--- config.mk ---
export PLATFORM = sky130hd
export DESIGN_NAME = cycle_sequencer
export DESIGN_NICKNAME = d
export VERILOG_FILES = /design/src/rtl/cycle_sequencer.sv
export SDC_FILE = /design/constraint.sdc
export NUM_CORES = 1
export LEC_CHECK = 0
export CAP_MARGIN = 20
export CORE_UTILIZATION = 45
export DETAILED_ROUTE_END_ITERATION = 10
export HOLD_SLACK_MARGIN = 0.03
export PLACE_DENSITY = 0.78
export SLEW_MARGIN = 30
export SYNTH_ARGS = -nofsm -noshare
export SYNTH_HDL_FRONTEND = slang
export SYNTH_SLANG_ARGS = --single-unit
--- constraint.sdc ---
create_clock -name toggle_clk -period 3.85 [get_ports toggle_clk]
set_input_delay 0.77 -clock toggle_clk [delete_from_list [all_inputs] [get_ports toggle_clk]]
set_output_delay 0.77 -clock toggle_clk [all_outputs]
set_load 0.01 [all_outputs]
--- src/rtl/cycle_sequencer.sv ---
// cycle_sequencer: instruction-cycle phase generator for the 4004-style core.
// Produces the phase index, a one-hot phase decode and SYNC, with a
// post-reset startup hold, run/halt at instruction boundaries, single-step
// and a completed-instruction counter.
module cycle_sequencer #(
  parameter int PHASES     = 8,
  parameter int CW         = 3,
  parameter int SYNC_PHASE = 7,
  parameter int STARTUP    = 64,
  parameter int COUNT_W    = 16
) (
  input  logic               toggle_clk,
  input  logic               rst,
  input  logic               run,
  input  logic               step,
  output logic [CW-1:0]      cycle,
  output logic [PHASES-1:0]  phase_onehot,
  output logic               sync,
  output logic               ready,
  output logic               halted,
  output logic [COUNT_W-1:0] instr_count
);

  // The startup counter only has to reach STARTUP-1.
  localparam int SCW = (STARTUP > 1) ? $clog2(STARTUP) : 1;

  localparam logic [CW-1:0]      CYC_LAST  = CW'(PHASES - 1);
  localparam logic [CW-1:0]      CYC_SYNC  = CW'(SYNC_PHASE);
  localparam logic [CW-1:0]      CYC_ONE   = CW'(1);
  localparam logic [SCW-1:0]     SCNT_LAST = SCW'(STARTUP - 1);
  localparam logic [SCW-1:0]     SCNT_ONE  = SCW'(1);
  localparam logic [COUNT_W-1:0] CNT_ONE   = COUNT_W'(1);

  typedef enum logic [1:0] {
    ST_STARTUP = 2'd0,
    ST_RUN     = 2'd1,
    ST_HALT    = 2'd2,
    ST_STEP    = 2'd3
  } state_e;

  state_e             state_q, state_d;
  logic [CW-1:0]      cycle_q, cycle_d;
  logic [SCW-1:0]     scnt_q, scnt_d;
  logic [COUNT_W-1:0] count_q, count_d;
  logic               active_s;

  // State, phase, startup counter and instruction counter registers.
  always_ff @(posedge toggle_clk or posedge rst) begin
    if (rst) begin
      state_q <= ST_STARTUP;
      cycle_q <= '0;
      scnt_q  <= '0;
      count_q <= '0;
    end else begin
      state_q <= state_d;
      cycle_q <= cycle_d;
      scnt_q  <= scnt_d;
      count_q <= count_d;
    end
  end

  // Next-state logic: RUN and STEP sequence identically; run is only looked
  // at on the wrap clock so an instruction cycle is never cut short.
  always_comb begin
    state_d = state_q;
    cycle_d = cycle_q;
    scnt_d  = scnt_q;
    count_d = count_q;
    case (state_q)
      ST_STARTUP: begin
        cycle_d = '0;
        if (scnt_q == SCNT_LAST) begin
          state_d = run ? ST_RUN : ST_HALT;
        end else begin
          scnt_d = scnt_q + SCNT_ONE;
        end
      end
      ST_RUN, ST_STEP: begin
        if (cycle_q == CYC_LAST) begin
          cycle_d = '0;
          count_d = count_q + CNT_ONE;
          state_d = run ? ST_RUN : ST_HALT;
        end else begin
          cycle_d = cycle_q + CYC_ONE;
        end
      end
      ST_HALT: begin
        cycle_d = '0;
        if (run) begin
          state_d = ST_RUN;
        end else if (step) begin
          state_d = ST_STEP;
        end else begin
          state_d = ST_HALT;
        end
      end
      default: begin
        state_d = ST_STARTUP;
        cycle_d = '0;
        scnt_d  = '0;
      end
    endcase
  end

  // Output decode from registered state and phase only (no path from run/step).
  always_comb begin
    active_s     = (state_q == ST_RUN) || (state_q == ST_STEP);
    phase_onehot = '0;
    for (int i = 0; i < PHASES; i++) begin
      phase_onehot[i] = active_s && (cycle_q == CW'(i));
    end
    sync   = active_s && (cycle_q == CYC_SYNC);
    ready  = (state_q != ST_STARTUP);
    halted = (state_q == ST_HALT);
  end

  assign cycle       = cycle_q;
  assign instr_count = count_q;

endmodule

==> impl_results.md, run 1 <==
* Status: completed
* Post-CTS sizing at 0
* Synth Warn # at 0
* WL/cell at 11.9 µm
* DRC violations left at 0
* P&R area growth vs syn at 28.1%
* FFs w/ async S/R, synth at 1.00
* CP cell instances: ha_1 > ha_1 > and2_1 > clkdlybuf4s50_1
* Flip-flop and latch count after synthesis at 27
* Largest net degree at the start of global routing at 28
* Leading area contributor after synthesis: dfrtp_1
* Max-slew violations at 0
* Vias at 935
* Synthesized area at 0.00133 mm²
* Synth Flop Type: dfrtp_1
* Endpoint class of the critical path: output pin
* Mapped Cells at 122
* Yosys top cell area share at 0.507
* Nets@finish at 169
* H-tree levels at 1
* Ratio of cells with drive above 1 in the final layout at 0.0577
* Startpoint Class: flip-flop
* Final clock skew at 26.5 ps
* Actual slew at the worst max-slew pin at 554 ps
* Chip height at 56.4 µm
* CP arrival at 2090 ps
* Critical Path RT at 3080 ps
* Initial core utilization at 0.480
* Initial antenna violation count at 0
* Final Critical Period at 2860 ps
* Fin. Hold Viols at 0
* Post-synthesis sequential area ratio at 0.507
* Number of setup buffers added after CTS at 0
* Crit path max-delay cell type: clkdlybuf4s50_1
* HP Class: reg -> reg
* Gp weighted congestion at 0.756
* Detail Route Antenna Nets at 0
* Post-synthesis cell type count at 27
* Vias in the first global route at 899
* IO buf count at 33
* Vias per cell at 5.00
* Die W at 56.4 µm
* Slowest stage delay, CP at 590 ps
* Drt total wl at 2.23 mm
* Post-DP HPWL at 1.70 mm
* FILL cells at 235
* Num Clock Sinks at 27
* Reg power frac at 0.447
* Crit Path Max Fanout at 6
* Switch share at 0.367
* RSZ-0062 raised after global routing: false
* Die Area at 0.00319 mm²
* P per Cell Area at 565 mW/mm²
* DR pass1 iterations at 3
* Cell mode on critical path: ha_1
* CTS tree: built
* Cell internal pwr at 0.000611 W
* Leakage Power at 0.756 nW
* Comb power frac at 0.419
* Largest cells by area after synthesis: dfrtp_1, xnor2_1, ha_1
* F_max at 349 MHz
* Worst-path clk slew at 170 ps
* CP bufs+invs at 1
* Clock share of power at 0.133
* # rows at 19
* # diodes at 0
* Setup TNS at 0 ps
* NetSw at 0.000355 W
* Placed Cells at 183
* Maximum vdd drop at 0.465 mV
* Critical path class: reg -> out
* CTS buffer count at 3
* Gr usage total at 0.149
* Root buffer cell: clkbuf_4
* Post-synth EDFFs at 0
* Global-route wire length before repair at 3.76 mm
* CP delay by family, top: buffers and inverters
* Clock Latency Late Sink at 340 ps
* Core area at 0.00278 mm²
* Final setup fails at 0
* Final period util at 0.744
* Hold-fix buffers, CTS at 0
* Worst slew margin at 0.630
* Net Count, Synth at 134
* # IOs at 34
* Drt first-iter violations at 22
* R2R Setup Slk at 2100 ps
* Max Root-Sink Buffers at 2
* Syn avg cell area at 10.9 µm²
* MaxCap Viol Count at 0
* Layout Cells excl Fill at 187
* Grt ovf at 0
[per-layer routing]
| layer | share of wire | up-vias | GRT usage |
|---|---|---|---|
| met3 | 0.042 | 0 | 0.0415 |
| met5 | 0 | - | 0 |
| met2 | 0.51 | 21 | 0.267 |
| li1 | - | 469 | - |
| met4 | 0 | 0 | 0.0209 |
| met1 | 0.45 | 445 | 0.180 |
[worst register-to-register path: cells and delay by family (launching register included)]
| kind | cells | cell delay (ps) |
|---|---|---|
| flip-flops | 1 | 440 |
| AND/OR/NAND/NOR | 3 | 640 |
| adder cells (fa/ha/maj) | 2 | 470 |
| XOR/XNOR | 1 | 140 |
[layout make-up]
| type | instances | area [µm²] | area share |
|---|---|---|---|
| sequential | 27 | 676 | 0.395 |
| multi-input combinational | 86 | 612 | 0.358 |
| timing repair buffer | 33 | 330 | 0.193 |
| tap | 31 | 38.8 | 0.0227 |
| clock buffer | 3 | 22.5 | 0.0132 |
| inverter | 6 | 22.5 | 0.0132 |
| clock inverter | 1 | 7.51 | 0.00439 |
[flip-flops by register name, summed over array words and instances, names as in the netlist]
register	cells
state_q	2
scnt_q	6
cycle	3
instr_count	16
[Yosys cell counts, types with 2 or more instances]
master	number
nor2_1	12
inv_1	6
and2_1	2
nor3_1	2
or2_1	2
nand3_1	6
ha_1	8
xor2_1	5
xnor2_1	15
and3_1	3
mux2_1	2
dfrtp_1	27
nand4_1	4
nand2_1	14
nor2b_1	2
[layout by cell type, fill, tap and decap left out, types with 2 or more instances in the layout]
| cell | netlist | layout |
|---|---|---|
| nand3_1 | 6 | 6 |
| or2_1 | 2 | 2 |
| nand4_1 | 4 | 4 |
| nand2_1 | 14 | 14 |
| and2_1 | 2 | 2 |
| xnor2_1 | 15 | 15 |
| and3_1 | 3 | 3 |
| inv_1 | 6 | 5 |
| nor2b_1 | 2 | 2 |
| clkbuf_4 | 0 | 3 |
| xor2_1 | 5 | 5 |
| nor2_1 | 12 | 12 |
| ha_1 | 8 | 8 |
| mux2_1 | 2 | 2 |
| nor3_1 | 2 | 2 |
| dfrtp_1 | 27 | 27 |
| clkdlybuf4s50_1 | 0 | 33 |
[power groups by stage]
stage | clock network [W] | logic, W | registers [W]
global route | 0.000143 | 0.000455 | 0.000444
floorplan | 0 | 0.000224 | 0.000434
detailed placement | 0 | 0.000411 | 0.000440
finish | 0.000129 | 0.000405 | 0.000432
global placement | 0 | 0.000401 | 0.000433
CTS | 0.000135 | 0.000412 | 0.000434
[cell families after synthesis]
logic type      count (synthesis)  share of synthesized area
xor+xnor                       20                      0.131
fa+ha+maj                       8                     0.0750
compound gates                  4                     0.0225
flops                          27                      0.507
mux                             2                     0.0169
buf+inv                         9                     0.0347
simple gates                   52                      0.213
[per-stage QoR]
| step | area, µm² | hold slack (ps) | setup WS (ps) | utilization | power, W |
|---|---|---|---|---|---|
| finish | 1710 | 479 | 987 | 0.614 | 0.000966 |
| global route | 1710 | 501 | 829 | 0.614 | 0.00104 |
| CTS | 1710 | 486 | 946 | 0.614 | 0.000982 |
| detailed placement | 1680 | 463 | 1340 | 0.604 | 0.000850 |
| global placement | 1680 | 460 | 1390 | 0.604 | 0.000834 |
| floorplan | 1330 | 444 | 1730 | - | 0.000659 |
[path summary, 6_finish.rpt]
path	startpoint	end	cells past startpoint
hold reg to reg	instr_count[15]	instr_count[15]	1
max in group asynchronous	rst	cycle[2]	2
min in group asynchronous	rst	instr_count[11]	2
setup / recovery	cycle[0]	phase_onehot[7]	4
setup reg to reg	cycle[0]	instr_count[13]	6
hold / removal	instr_count[15]	instr_count[15]	1
No activity file was read; power rests on OpenSTA's default activity.
==> inputs of run 2 (changes only) <==
--- a/config.mk
+++ b/config.mk
@@ -6,7 +6,7 @@
 export NUM_CORES = 1
 export LEC_CHECK = 0
 export CAP_MARGIN = 20
-export CORE_UTILIZATION = 45
+export CORE_UTILIZATION = 43
 export DETAILED_ROUTE_END_ITERATION = 10
 export HOLD_SLACK_MARGIN = 0.03
 export PLACE_DENSITY = 0.78
==> constraint.sdc (replaced) <==
create_clock -name toggle_clk -period 2.6 [get_ports toggle_clk]
set_input_delay 0.52 -clock toggle_clk [delete_from_list [all_inputs] [get_ports toggle_clk]]
set_output_delay 0.52 -clock toggle_clk [all_outputs]
set_load 0.01 [all_outputs]
==> run 2 against run 1 <==
  * Sequential power up 48%
  * Utilization is 0.44 points lower
  * The flow now finishes with violations (design-rule violations)
  * Global-route usage increased by 1.7 points
  * Worst hold slack improved by 2.7 ps
  * Critical path depth is the same
  * Non-clock buffer count up 4
==> impl_results.md, run 2 (same netlist as run 1, synthesis figures left out) <==
* Final period util at 0.950
* Fin. Hold Viols at 0
* Root buffer cell: clkbuf_4
* Final clock skew at 10.3 ps
* WL/cell at 12.8 µm
* Global-route wire length before repair at 4.24 mm
* P&R area growth vs syn at 30.5%
* CTS buffer count at 3
* Failing checks: design-rule violations
* Endpoint class of the critical path: output pin
* Grt ovf at 0
* Max Root-Sink Buffers at 2
* Worst hold stages at 1
* Actual slew at the worst max-slew pin at 367 ps
* HP Class: reg -> reg
* Die Area at 0.00333 mm²
* # diodes at 0
* Most common cell after layout, fill and taps aside: clkdlybuf4s50_1
* Core area at 0.00285 mm²
* Drt total wl at 2.44 mm
* Placed Cells at 184
* Initial core utilization at 0.468
* CTS tree: built
* DR pass1 iterations at 9
* Drt first-iter violations at 32
* Worst slew margin at 0.754
* Largest net degree at the start of global routing at 28
* CP arrival at 1950 ps
* RSZ-0062 raised after global routing: false
* Layout Cells excl Fill at 191
* F_max at 405 MHz
* MaxCap Viol Count at 0
* Worst-path clk slew at 150 ps
* Vias at 968
* # rows at 19
* Capture point of the worst reg-to-reg path: instr_count[12]
* Vias in the first global route at 965
* IO buf count at 33
* Initial antenna violation count at 0
* Chip height at 57.7 µm
* Hold slack at 481 ps
* Largest register FFs at 16
* P per Cell Area at 846 mW/mm²
* DRC violations left at 1
* Gp weighted congestion at 0.708
* Startpoint Class: flip-flop
* Final Critical Period at 2470 ps
* Detail Route Antenna Nets at 0
* WL met3 at 111 µm
* Critical path class: reg -> out
* Gr usage total at 0.166
* R2R Setup Slk at 880 ps
* # IOs at 34
* Post-DP HPWL at 1.83 mm
* Clock Latency Late Sink at 330 ps
* Num Clock Sinks at 27
* Final setup fails at 0
* Hold-fix buffers, CTS at 0
* Leakage Power at 0.779 nW
* Critical R2R Launch: cycle[1]
* Worst Hold Path EP: instr_count[15]
* Hold_sp: instr_count[15]
* Max-slew violations at 0
* Crit Path Max Fanout at 6
* R2R depth at 6
* FILL cells at 244
* Die W at 57.7 µm
* Most frequent cells in the layout: clkdlybuf4s50_1, dfrtp_1, xnor2_1
* Status: finished, violations left
* Vias per cell at 5.07
* Critical Path RT at 2080 ps
* Metal-1 WL at 1.06 mm
* Final core utilization at 0.610
* Max Used Layer: met4
* H-tree levels at 1
* Setup TNS at 0 ps
* Maximum vdd drop at 0.484 mV
* Met2 wire len at 1.26 mm
* Ratio of cells with drive above 1 in the final layout at 0.0875
* Nets@finish at 173
-- run 2: cell count changes in the layout (fill, tap and decap cells not counted), sizes merged --
cell / before / now
clkinv: 0 / 1
clkinvlp: 1 / 0
buf: 0 / 4
-- run 2: power by group --
part           internal (W)  total, W  switching (W)  leakage, nW
Clock             0.0000578  0.000182       0.000124       0.0177
Sequential         0.000515  0.000640       0.000125        0.353
Combinational      0.000362  0.000650       0.000288        0.408
-- run 2: layout make-up --
class,instances,area [µm²],area share
Timing Repair Buffer,37,360,0.207
Sequential cell,27,676,0.388
Multi-Input combinational cell,86,616,0.354
Inverter,6,22.5,0.0129
Clock buffer,3,22.5,0.0129
Clock inverter,1,5.00,0.00288
Tap cell,31,38.8,0.0223
-- run 2: worst max-delay path, stage by stage (launching register included) --
cell and delay (ps):
dfrtp_1 420, ha_1 190, ha_2 230, and2_2 220, clkdlybuf4s50_1 570
-- run 2: per-stage QoR --
| stage | setup slack [ps] | power [W] | cell area, µm² |
|---|---|---|---|
| 6_report | 131 | 0.00147 | 1740 |
| 5_1_grt | 18.7 | 0.00159 | 1740 |
| 3_3_place_gp | 397 | 0.00124 | 1690 |
| 4_1_cts | 44.6 | 0.00145 | 1720 |
| 2_1_floorplan | 730 | 0.000975 | 1330 |
| 3_5_place_dp | 366 | 0.00127 | 1690 |
-- run 2: how the worst max path moves through the flow --
stage,start,to,cells past startpoint
final,cycle[1],phase_onehot[7],4
after CTS,cycle[0],phase_onehot[7],4
after global routing,cycle[1],phase_onehot[7],4
after global placement,cycle[0],phase_onehot[7],4
after floorplan,cycle[0],phase_onehot[7],5
after detailed placement,cycle[0],phase_onehot[7],4
-- run 2: metal layers --
metal / up-vias / global-route usage
li1: 475 / -
met2: 23 / 0.302
met3: 3 / 0.0424
met1: 467 / 0.205
met5: - / 0
met4: 0 / 0.0204
-- run 2: repair_timing --
action / in CTS / in global routing
setup endpoints to repair: 2 / 2
gates resized for setup: 1 / 1
pin swaps: 0 / 0
setup buffers: 0 / 3
